<file path="src/rtl/alu_exec_unit_pkg.sv">
// Shared ALU control codes, FSM state encoding and code-classification helpers
// for the chunk-serial execute unit and the ALU control decoder.
package alu_exec_unit_pkg;

   localparam logic [3:0] ALU_ADD     = 4'b0000;
   localparam logic [3:0] ALU_SUB     = 4'b0001;
   localparam logic [3:0] ALU_AND     = 4'b0010;
   localparam logic [3:0] ALU_OR      = 4'b0011;
   localparam logic [3:0] ALU_NOR     = 4'b0100;
   localparam logic [3:0] ALU_SLT     = 4'b0101;
   localparam logic [3:0] ALU_ILLEGAL = 4'b1111;

   typedef enum logic [1:0] {
      S_IDLE = 2'd0,
      S_BUSY = 2'd1,
      S_DONE = 2'd2
   } state_e;

   function automatic logic is_legal(input logic [3:0] code);
      return (code == ALU_ADD) || (code == ALU_SUB) || (code == ALU_AND) ||
             (code == ALU_OR)  || (code == ALU_NOR) || (code == ALU_SLT);
   endfunction

   // sub and slt both compute A + ~B + 1
   function automatic logic uses_sub(input logic [3:0] code);
      return (code == ALU_SUB) || (code == ALU_SLT);
   endfunction

endpackage

</file>
<file path="src/rtl/alu_exec_unit_chunk_slice.sv">
// Combinational CHUNK_W-wide ALU slice: one chunk of add/sub/slt (with carry)
// or bitwise and/or/nor per BUSY cycle.
module alu_chunk_slice
   import alu_exec_unit_pkg::*;
#(
   parameter int CHUNK_W = 8
) (
   input  logic [CHUNK_W-1:0] a_i,
   input  logic [CHUNK_W-1:0] b_i,
   input  logic               cin_i,
   input  logic [3:0]         op_i,
   output logic [CHUNK_W-1:0] y_o,
   output logic               cout_o,
   output logic               sum_msb_o
);

   logic [CHUNK_W-1:0] b_eff;
   logic [CHUNK_W:0]   sum;

   always_comb begin
      b_eff = uses_sub(op_i) ? ~b_i : b_i;
      sum   = {1'b0, a_i} + {1'b0, b_eff} + {{CHUNK_W{1'b0}}, cin_i};
      case (op_i)
         ALU_ADD, ALU_SUB, ALU_SLT: y_o = sum[CHUNK_W-1:0];
         ALU_AND:                   y_o = a_i & b_i;
         ALU_OR:                    y_o = a_i | b_i;
         ALU_NOR:                   y_o = ~(a_i | b_i);
         default:                   y_o = '0;
      endcase
      cout_o    = sum[CHUNK_W];
      sum_msb_o = sum[CHUNK_W-1];
   end

endmodule

</file>
<file path="src/rtl/alu_exec_unit.sv">
// Multi-cycle chunk-serial ALU execute unit with valid/ready on both sides.
// Operands shift right one chunk per BUSY cycle; result chunks shift in from the top.
module alu_exec_unit
   import alu_exec_unit_pkg::*;
#(
   parameter int DATA_W  = 32,
   parameter int CHUNK_W = 8
) (
   input  logic              clk_i,
   input  logic              rst_i,
   input  logic              in_valid_i,
   output logic              in_ready_o,
   input  logic [3:0]        alu_ctrl_i,
   input  logic [DATA_W-1:0] src1_i,
   input  logic [DATA_W-1:0] src2_i,
   output logic              out_valid_o,
   input  logic              out_ready_i,
   output logic [DATA_W-1:0] result_o,
   output logic              zero_o,
   output logic              overflow_o,
   output logic              illegal_o
);

   localparam int N     = DATA_W / CHUNK_W;
   localparam int CNT_W = (N > 1) ? $clog2(N) : 1;
   localparam logic [CNT_W-1:0] LAST = CNT_W'(N - 1);

   generate
      if (DATA_W % CHUNK_W != 0) begin : g_bad_chunk
         $error("alu_exec_unit: DATA_W must be a multiple of CHUNK_W");
      end
   endgenerate

   state_e              state_q, state_d;
   logic [DATA_W-1:0]   a_q, a_d, b_q, b_d, res_q, res_d;
   logic [3:0]          op_q, op_d;
   logic [CNT_W-1:0]    cnt_q, cnt_d;
   logic                carry_q, carry_d;
   logic                zero_q, zero_d, ovf_q, ovf_d, ill_q, ill_d;

   logic [CHUNK_W-1:0]  y;
   logic                cout, sum_msb;
   logic                ovf, b_msb_eff;
   logic [DATA_W-1:0]   res_shift;

   alu_chunk_slice #(.CHUNK_W(CHUNK_W)) u_slice (
      .a_i       (a_q[CHUNK_W-1:0]),
      .b_i       (b_q[CHUNK_W-1:0]),
      .cin_i     (carry_q),
      .op_i      (op_q),
      .y_o       (y),
      .cout_o    (cout),
      .sum_msb_o (sum_msb)
   );

   always_comb begin
      state_d   = state_q;
      a_d       = a_q;
      b_d       = b_q;
      op_d      = op_q;
      cnt_d     = cnt_q;
      carry_d   = carry_q;
      res_d     = res_q;
      zero_d    = zero_q;
      ovf_d     = ovf_q;
      ill_d     = ill_q;
      // On the last chunk the low bits of a_q/b_q hold the operand MSBs
      b_msb_eff = b_q[CHUNK_W-1] ^ uses_sub(op_q);
      ovf       = (a_q[CHUNK_W-1] == b_msb_eff) && (sum_msb != a_q[CHUNK_W-1]);
      res_shift = res_q >> CHUNK_W;
      res_shift[DATA_W-1 -: CHUNK_W] = y;

      case (state_q)
         S_IDLE: begin
            if (in_valid_i) begin
               a_d     = src1_i;
               b_d     = src2_i;
               op_d    = alu_ctrl_i;
               cnt_d   = '0;
               carry_d = uses_sub(alu_ctrl_i);
               res_d   = '0;
               zero_d  = 1'b0;
               ovf_d   = 1'b0;
               if (is_legal(alu_ctrl_i)) begin
                  ill_d   = 1'b0;
                  state_d = S_BUSY;
               end else begin
                  ill_d   = 1'b1;
                  state_d = S_DONE;
               end
            end
         end
         S_BUSY: begin
            a_d     = a_q >> CHUNK_W;
            b_d     = b_q >> CHUNK_W;
            carry_d = cout;
            res_d   = res_shift;
            if (cnt_q == LAST) begin
               if (op_q == ALU_SLT) begin
                  res_d = {{(DATA_W-1){1'b0}}, sum_msb ^ ovf};
               end
               ovf_d   = ((op_q == ALU_ADD) || (op_q == ALU_SUB)) && ovf;
               zero_d  = (res_d == '0);
               state_d = S_DONE;
            end else begin
               cnt_d = cnt_q + CNT_W'(1);
            end
         end
         S_DONE: begin
            if (out_ready_i) state_d = S_IDLE;
         end
         default: state_d = S_IDLE;
      endcase
   end

   always_ff @(posedge clk_i or negedge rst_i) begin
      if (!rst_i) begin
         state_q <= S_IDLE;
         a_q     <= '0;
         b_q     <= '0;
         op_q    <= '0;
         cnt_q   <= '0;
         carry_q <= 1'b0;
         res_q   <= '0;
         zero_q  <= 1'b0;
         ovf_q   <= 1'b0;
         ill_q   <= 1'b0;
      end else begin
         state_q <= state_d;
         a_q     <= a_d;
         b_q     <= b_d;
         op_q    <= op_d;
         cnt_q   <= cnt_d;
         carry_q <= carry_d;
         res_q   <= res_d;
         zero_q  <= zero_d;
         ovf_q   <= ovf_d;
         ill_q   <= ill_d;
      end
   end

   assign in_ready_o  = (state_q == S_IDLE);
   assign out_valid_o = (state_q == S_DONE);
   assign result_o    = res_q;
   assign zero_o      = zero_q;
   assign overflow_o  = ovf_q;
   assign illegal_o   = ill_q;

endmodule
</file>
<file path="config.mk">
export PLATFORM = sky130hd
export DESIGN_NAME = alu_exec_unit
export DESIGN_NICKNAME = d
export VERILOG_FILES = /design/src/rtl/alu_exec_unit_pkg.sv /design/src/rtl/alu_exec_unit_chunk_slice.sv /design/src/rtl/alu_exec_unit.sv
export SDC_FILE = /design/constraint.sdc
export NUM_CORES = 1
export LEC_CHECK = 0
export BUFFER_PORTS_ARGS = -buffer_cell sky130_fd_sc_hd__buf_2
export CAP_MARGIN = 15
export CELL_PAD_IN_SITES_DETAIL_PLACEMENT = 0
export CELL_PAD_IN_SITES_GLOBAL_PLACEMENT = 1
export CORE_MARGIN = 5
export CORE_UTILIZATION = 40
export CTS_BUF_LIST = sky130_fd_sc_hd__clkbuf_8
export DETAILED_ROUTE_END_ITERATION = 6
export GPL_ROUTABILITY_DRIVEN = 0
export GPL_TIMING_DRIVEN = 0
export PLACE_DENSITY = 0.79
export SLEW_MARGIN = 20
export SYNTH_ARGS = -nofsm -noshare
export SYNTH_HDL_FRONTEND = slang
export SYNTH_SLANG_ARGS = --single-unit
</file>
<file path="constraint.sdc">
create_clock -name clk_i -period 3.65 [get_ports clk_i]
set_input_delay 0.73 -clock clk_i [delete_from_list [all_inputs] [get_ports clk_i]]
set_output_delay 0.73 -clock clk_i [all_outputs]
set_load 0.1 [all_outputs]
</file>
# Word level (Yosys, flattened, before mapping)
# Cells that the tools add are included.
word_totals:
  regBits: 108
  input_bits: 72
  output_inout_bits: 37
  word_cells: 87
classes:
  addsub: 3
  n_eq_ne: 19
  muxes: 28
  bitwise: 6
  reduce_logical: 21
op_table:
  columns: ["op", "count"]
  rows:
  - ["$mux 32", 7]
  - ["$pmux 32 s2", 3]
  - ["$logic_not 32->1", 1]
  - ["$pmux 8 s4", 1]
  - ["$eq 4x2->1 const B", 4]
  - ["$eq 4x3->1 const B", 4]
  - ["$not 8->8", 2]
  - ["$mux 2", 6]
  - ["$add 8x8->9", 1]
  - ["$add 9x1->9", 1]
  - ["$reduce_and 3->1", 3]
  - ["$and 8x8->8", 1]
  - ["$eq 4x1->1 const B", 2]
  - ["$logic_not 4->1", 2]
  - ["$logic_or 1x1->1", 8]
  - ["$mux 8", 1]
  - ["$or 8x8->8", 1]
  - ["$ne 2x2->1 const B", 3]
  - ["$pmux 1 s2", 3]
  - ["$pmux 2 s3", 1]
  - ["$mux 1", 5]
  - ["$eq 2x2->1 const B", 2]
  - ["$pmux 2 s2", 1]
  - ["$reduce_and 2->1", 2]
  - ["10 further kinds", 12]

# Logic depth before layout (Yosys ltp)
logic_depth:
  depth_word: 14
  ltp_mapped: 16
  depth_no_buf: 14

# Hierarchy
# From an unflattened synthesis, not the netlist that was laid out.
unflattened:
  hier_cells: 492
  area_unflattened_um2: 5430.2
modules_own_cells:
  columns: ["mod", "instances", "cells_per_inst", "area_per_inst_um2", "seq_area_each_um2"]
  rows:
  - ["alu_exec_unit", 1, 389, 4682.0, 2702.6]
  - ["alu_chunk_slice", 1, 103, 748.2, 0.0]

# Worst setup path before layout
# Ideal clock, no wire load.
synth_timing:
  path_type: "flip-flop to flip-flop"
  from: "register op_q[1]"
  to: "register zero_q, in the netlist zero_o"
  setup_time_ns: 0.131
  arrival_time_ns: 3.303
  required_ns: 3.519
  path_slack_ns: 0.216
  path_stages_with_launch: 17
  n_path_buf: 2
  path_cell_list: "dfrtp_1 > buf_2 > nor3b_2 > buf_2 > xor2_1 > ha_1 > nor2b_1 > o311a_1 > o21a_1 > o21a_1 > o21a_1 > nor2_1 > fa_1 > o221ai_1 > nor4_1 > nand4_1 > o21ai_1"
synth_via:
  elab_chain_len: 14
  word_cells_on_any_way: 23
  cone_classes: "add/sub: 2; eq/ne: 7; mux: 7; bitwise: 2; reduce/logical: 5"
synth_lines:
  columns: ["element", "line", "text"]
  rows:
  - ["start: declaration", "alu_exec_unit.sv:36", "logic [3:0] op_q, op_d;"]
  - ["start signal: assignment", "alu_exec_unit.sv:132", "op_q <= op_d;"]
  - ["$eq 4x1->1 / $eq 4x3->1 (equally long branches)", "alu_exec_unit_pkg.sv:26, alu_exec_unit_chunk_slice.sv:23, alu_exec_unit.sv:99", null]
  - ["$logic_or 1x1->1", "alu_exec_unit_pkg.sv:26", "return (code == ALU_SUB) || (code == ALU_SLT);"]
  - ["$mux 8", "alu_exec_unit_chunk_slice.sv:21", "b_eff = uses_sub(op_i) ? ~b_i : b_i;"]
  - ["$add 8x8->9", "alu_exec_unit_chunk_slice.sv:22", "sum = {1'b0, a_i} + {1'b0, b_eff} + {{CHUNK_W{1'b0}}, cin_i};"]
  - ["$add 9x1->9", "alu_exec_unit_chunk_slice.sv:22", null]
  - ["$ne 1x1->1", "alu_exec_unit.sv:69", "ovf = (a_q[CHUNK_W-1] == b_msb_eff) && (sum_msb != a_q[CHUNK_W-1]);"]
  - ["$logic_and 1x1->1", "alu_exec_unit.sv:69", null]
  - ["$xor 1x1->1", "alu_exec_unit.sv:100", "res_d = {{(DATA_W-1){1'b0}}, sum_msb ^ ovf};"]
  - ["$mux 32 *", "alu_exec_unit.sv:99", "if (op_q == ALU_SLT) begin"]
  - ["$mux 32 *", "alu_exec_unit.sv:98", "if (cnt_q == LAST) begin"]
  - ["$mux 32 *", "alu_exec_unit.sv:73", "case (state_q)"]
  - ["$logic_not 32->1 *", "alu_exec_unit.sv:103", "zero_d = (res_d == '0);"]
  - ["$mux 1 *", "alu_exec_unit.sv:98", null]
  - ["$pmux 1 s2 *", "alu_exec_unit.sv:73", null]
  - ["end signal: assignment", "alu_exec_unit.sv:136", "zero_q <= zero_d;"]
  - ["end: declaration", "alu_exec_unit.sv:39", "logic zero_q, zero_d, ovf_q, ovf_d, ill_q, ill_d;"]
# Every way passes the cells marked *; elsewhere a longest branch is shown, timed or not. The select of a mux whose other input is x is not followed.
# A chain may end at the register's enable or synchronous reset.

# Final worst setup path
# Ends and elaborated chain as after synthesis.

==> metrics.cfg <==
[run_status]
outcome = completed

[cells_and_area]
regArea_mm2 = 0.00270
layout_common_cells = 119 x buf_2, 108 x dfrtp_1, 59 x nand2_1, 56 x o21ai_0, 50 x mux2i_1
area_growth_pct = 21.6
n_fill_cell = 1225
drive_above_1_share_pct = 27.2
final_area_mm2 = 0.00641
layout_commonest_cell = buf_2
diodes = 0
nNetsFinal = 700
multiInputGateArea_mm2 = 0.00248

[worst_setup_path]
crit_buf_inv = 2
crit_top_cell = o21a_1
crit_path_end_kind = register
critPathMaxFanout = 5
crit_required_ns = 3.91
cpPeakStageDelay_ns = 0.48
crit_path_cell_trace = buf_6 -> nor3b_4 -> buf_6 -> xor2_4 -> ha_4 -> nor2b_4 -> o311a_1 -> o21a_1 -> o21a_1 -> o21a_1 -> nor2_2 -> fa_2 -> o221ai_4 -> nor4_2 -> nand4_1 -> o21ai_1
cp_slowest_cell = fa_2
critPathKind = reg2reg
startpoint_type = register
critical_path.top_delay_family = compound AO/OA/AOI/OAI gates
worstPathArrival_ns = 3.78

[yosys]
syn_area_per_cell_um2 = 10.8
ys.warnings.count = 0
syn-num-nets = 573
ys_ff_latch = 108
yosys.cell_types.count = 51
postSynthCellCount = 490
synth_seq_area_share_pct = 51.3
netlist_area_mm2 = 0.00527

[clock_network]
cts_buffer_depth = 2
cts_buffers = 9
numClockSinks = 108
insertion_delay_ns = 0.39
cts.hold.buffers_added = 0
htreeDepth = 3
cts_tree = built
path_clk_slew_ns = 0.10
cts-root-buf = clkbuf_8

[place]
port-buffer-count = 108
placed_cell_area_mm2 = 0.00607
dp_hpwl_um = 10400

[power_and_ir_drop]
power.leakage_nw = 3.01
cellPowerDensity_mw_per_mm2 = 1020
ir_worst_vdd_mv = 0.317

[sta]
whs_ns = 0.246
tightest_slew_ns = 0.672
clock_skew_ns = 0.0134
setup_tns_ns = 0
fmax_ghz = 0.284
finalMaxSlewViolations = 0
fin_crit_ns = 3.52
slew_headroom_pct = 55.2
setup_viol = 0
finalHoldViolCount = 0
timing.final.crit_share_pct = 96.5
rsz0062_at_grt = no

[grt]
grt.busiest_layer = met2
grt_pass1_vias = 4511
antenna_found_initial = 2
track_usage_pct = 18.2
grt_util_met3_pct = 4.55
gr-usage-met1_pct = 23.6
grt_start_max_net_pins = 66
use_met2_pct = 29.4
grt_pass1_wl_um = 22900
grt_overflow = 0

[worst_hold_path]
min_path_type = in2async

[die]
die_y_um = 125
rows = 42
die-area_mm2 = 0.0156
num_io_pins = 109
start_util_pct = 40.3
coreArea_mm2 = 0.0131
die_w_um = 125

[route]
first_pass_iters = 4
drtIter0Drc = 174
post_drt_via_cell_ratio = 5.34
avgRoutedWirePerCell_um = 17.3
ant_nets = 0
drc = 0
vias = 4260
totalWireLength_um = 13800

[run]
drv_cap = 0

[timing repair]
| item | CTS | global route |
|---|---|---|
| buffers inserted | 2 | 5 |
| endpoints found under the hold margin | 0 | 0 |
| endpoints found under the setup margin | 3 | 3 |
| pin swaps | 0 | 9 |
| gates resized for setup | 3 | 16 |
[Yosys cell counts, drive strengths merged]
| cell type | n | area share [%] |
|---|---|---|
| a22o | 45 | 7.5 |
| o2bb2ai | 2 | 0.33 |
| o22a | 1 | 0.17 |
| o32ai | 1 | 0.17 |
| o21bai | 2 | 0.28 |
| buf | 20 | 1.8 |
| ha | 8 | 1.9 |
| xor2 | 7 | 1.2 |
| o22ai | 2 | 0.24 |
| maj3 | 4 | 0.78 |
| nand2b | 2 | 0.24 |
| o221ai | 2 | 0.33 |
| nor3b | 3 | 0.62 |
| and3b | 1 | 0.17 |
| clkbuf | 15 | 1.1 |
| a21oi | 11 | 1.0 |
| nand2 | 59 | 4.2 |
| o21ba | 1 | 0.19 |
| fa | 3 | 1.1 |
| o211ai | 2 | 0.28 |
| or2 | 3 | 0.36 |
| xnor2 | 4 | 0.66 |
| nor4 | 7 | 0.83 |
| nor4b | 1 | 0.17 |
| mux2i | 50 | 9.5 |
| nor3 | 7 | 0.66 |
| a31oi | 1 | 0.24 |
| a22oi | 5 | 0.71 |
| nand4 | 3 | 0.36 |
| o31ai | 2 | 0.28 |
| nand3 | 2 | 0.19 |
| mux2 | 7 | 1.5 |
| or3 | 1 | 0.12 |
| nor2b | 7 | 0.83 |
| nor2 | 17 | 1.2 |
| a32oi | 2 | 0.33 |
| a211oi | 3 | 0.43 |
| and2 | 1 | 0.12 |
| o21ai | 58 | 5.5 |
| o311a | 1 | 0.19 |
| inv | 5 | 0.36 |
| a221oi | 1 | 0.17 |
| o21a | 3 | 0.43 |
| dfrtp | 108 | 51 |
[cell type report]
type | instances | area share (%)
clock buffer | 9 | 1.93
clock inverter | 7 | 1.15
buffer | 35 | 2.58
tap | 176 | 3.43
sequential | 108 | 42.1
timing repair buffer | 116 | 9.78
multi-input combinational | 342 | 38.7
inverter | 5 | 0.293
[path summary, 6_finish.rpt]
kind,startpoint,slack (ns),depth (start not counted),to
min in group clk_i,b_q[15],0.49,2,b_q[15]
max,op_q[1],0.13,16,zero_o
min,rst_i,0.25,1,b_q[9]
min reg2reg,b_q[15],0.49,2,b_q[15]
max in group asynchronous,rst_i,2.75,2,a_q[0]
max reg2reg,op_q[1],0.13,16,zero_o
[power breakdown]
part	switching (W)	leakage, nW	internal, W	total [W]
combinational	0.00233	1.52	0.00140	0.00373
clock	0.000423	0.100	0.000321	0.000744
sequential	0.000395	1.39	0.00167	0.00206
total	0.00315	3.01	0.00339	0.00654
[sequential cells by signal (all words and copies together) (netlist names)]
name	cells
a_q	32
b_q	32
result_o	32
op_q	4
cnt_q	2
state_q	2
carry_q	1
illegal_o	1
overflow_o	1
zero_o	1
[per-layer routing]
metal,vias up,part of all wire (%)
met1,2085,44
met5,-,0.15
met4,4,1.9
met3,27,5.9
li1,2036,-
met2,108,48
[cell families (layout without fill, tap and decap cells)]
logic type	after synthesis	after routing	share of synthesized area (%)
compound gates	145	145	18.8
xor+xnor	11	11	1.83
fa+ha+maj	15	15	3.82
buf+inv	40	172	3.25
flops	108	108	51.3
mux	57	57	11.0
simple gates	114	114	10.1
[through the flow]
| stage | instances | utilization [%] | power, W | setup WS (ns) |
|---|---|---|---|---|
| CTS | 793 | 48.1 | 0.00635 | 0.00424 |
| finish | 798 | 49.0 | 0.00654 | 0.129 |
| floorplan | 490 | - | 0.00470 | 0.216 |
| global placement | 774 | 46.1 | 0.00547 | -0.169 |
| global route | 798 | 49.0 | 0.00704 | 0.000959 |
| detailed placement | 775 | 46.4 | 0.00556 | -0.206 |
(Power assumes the default switching activity.)
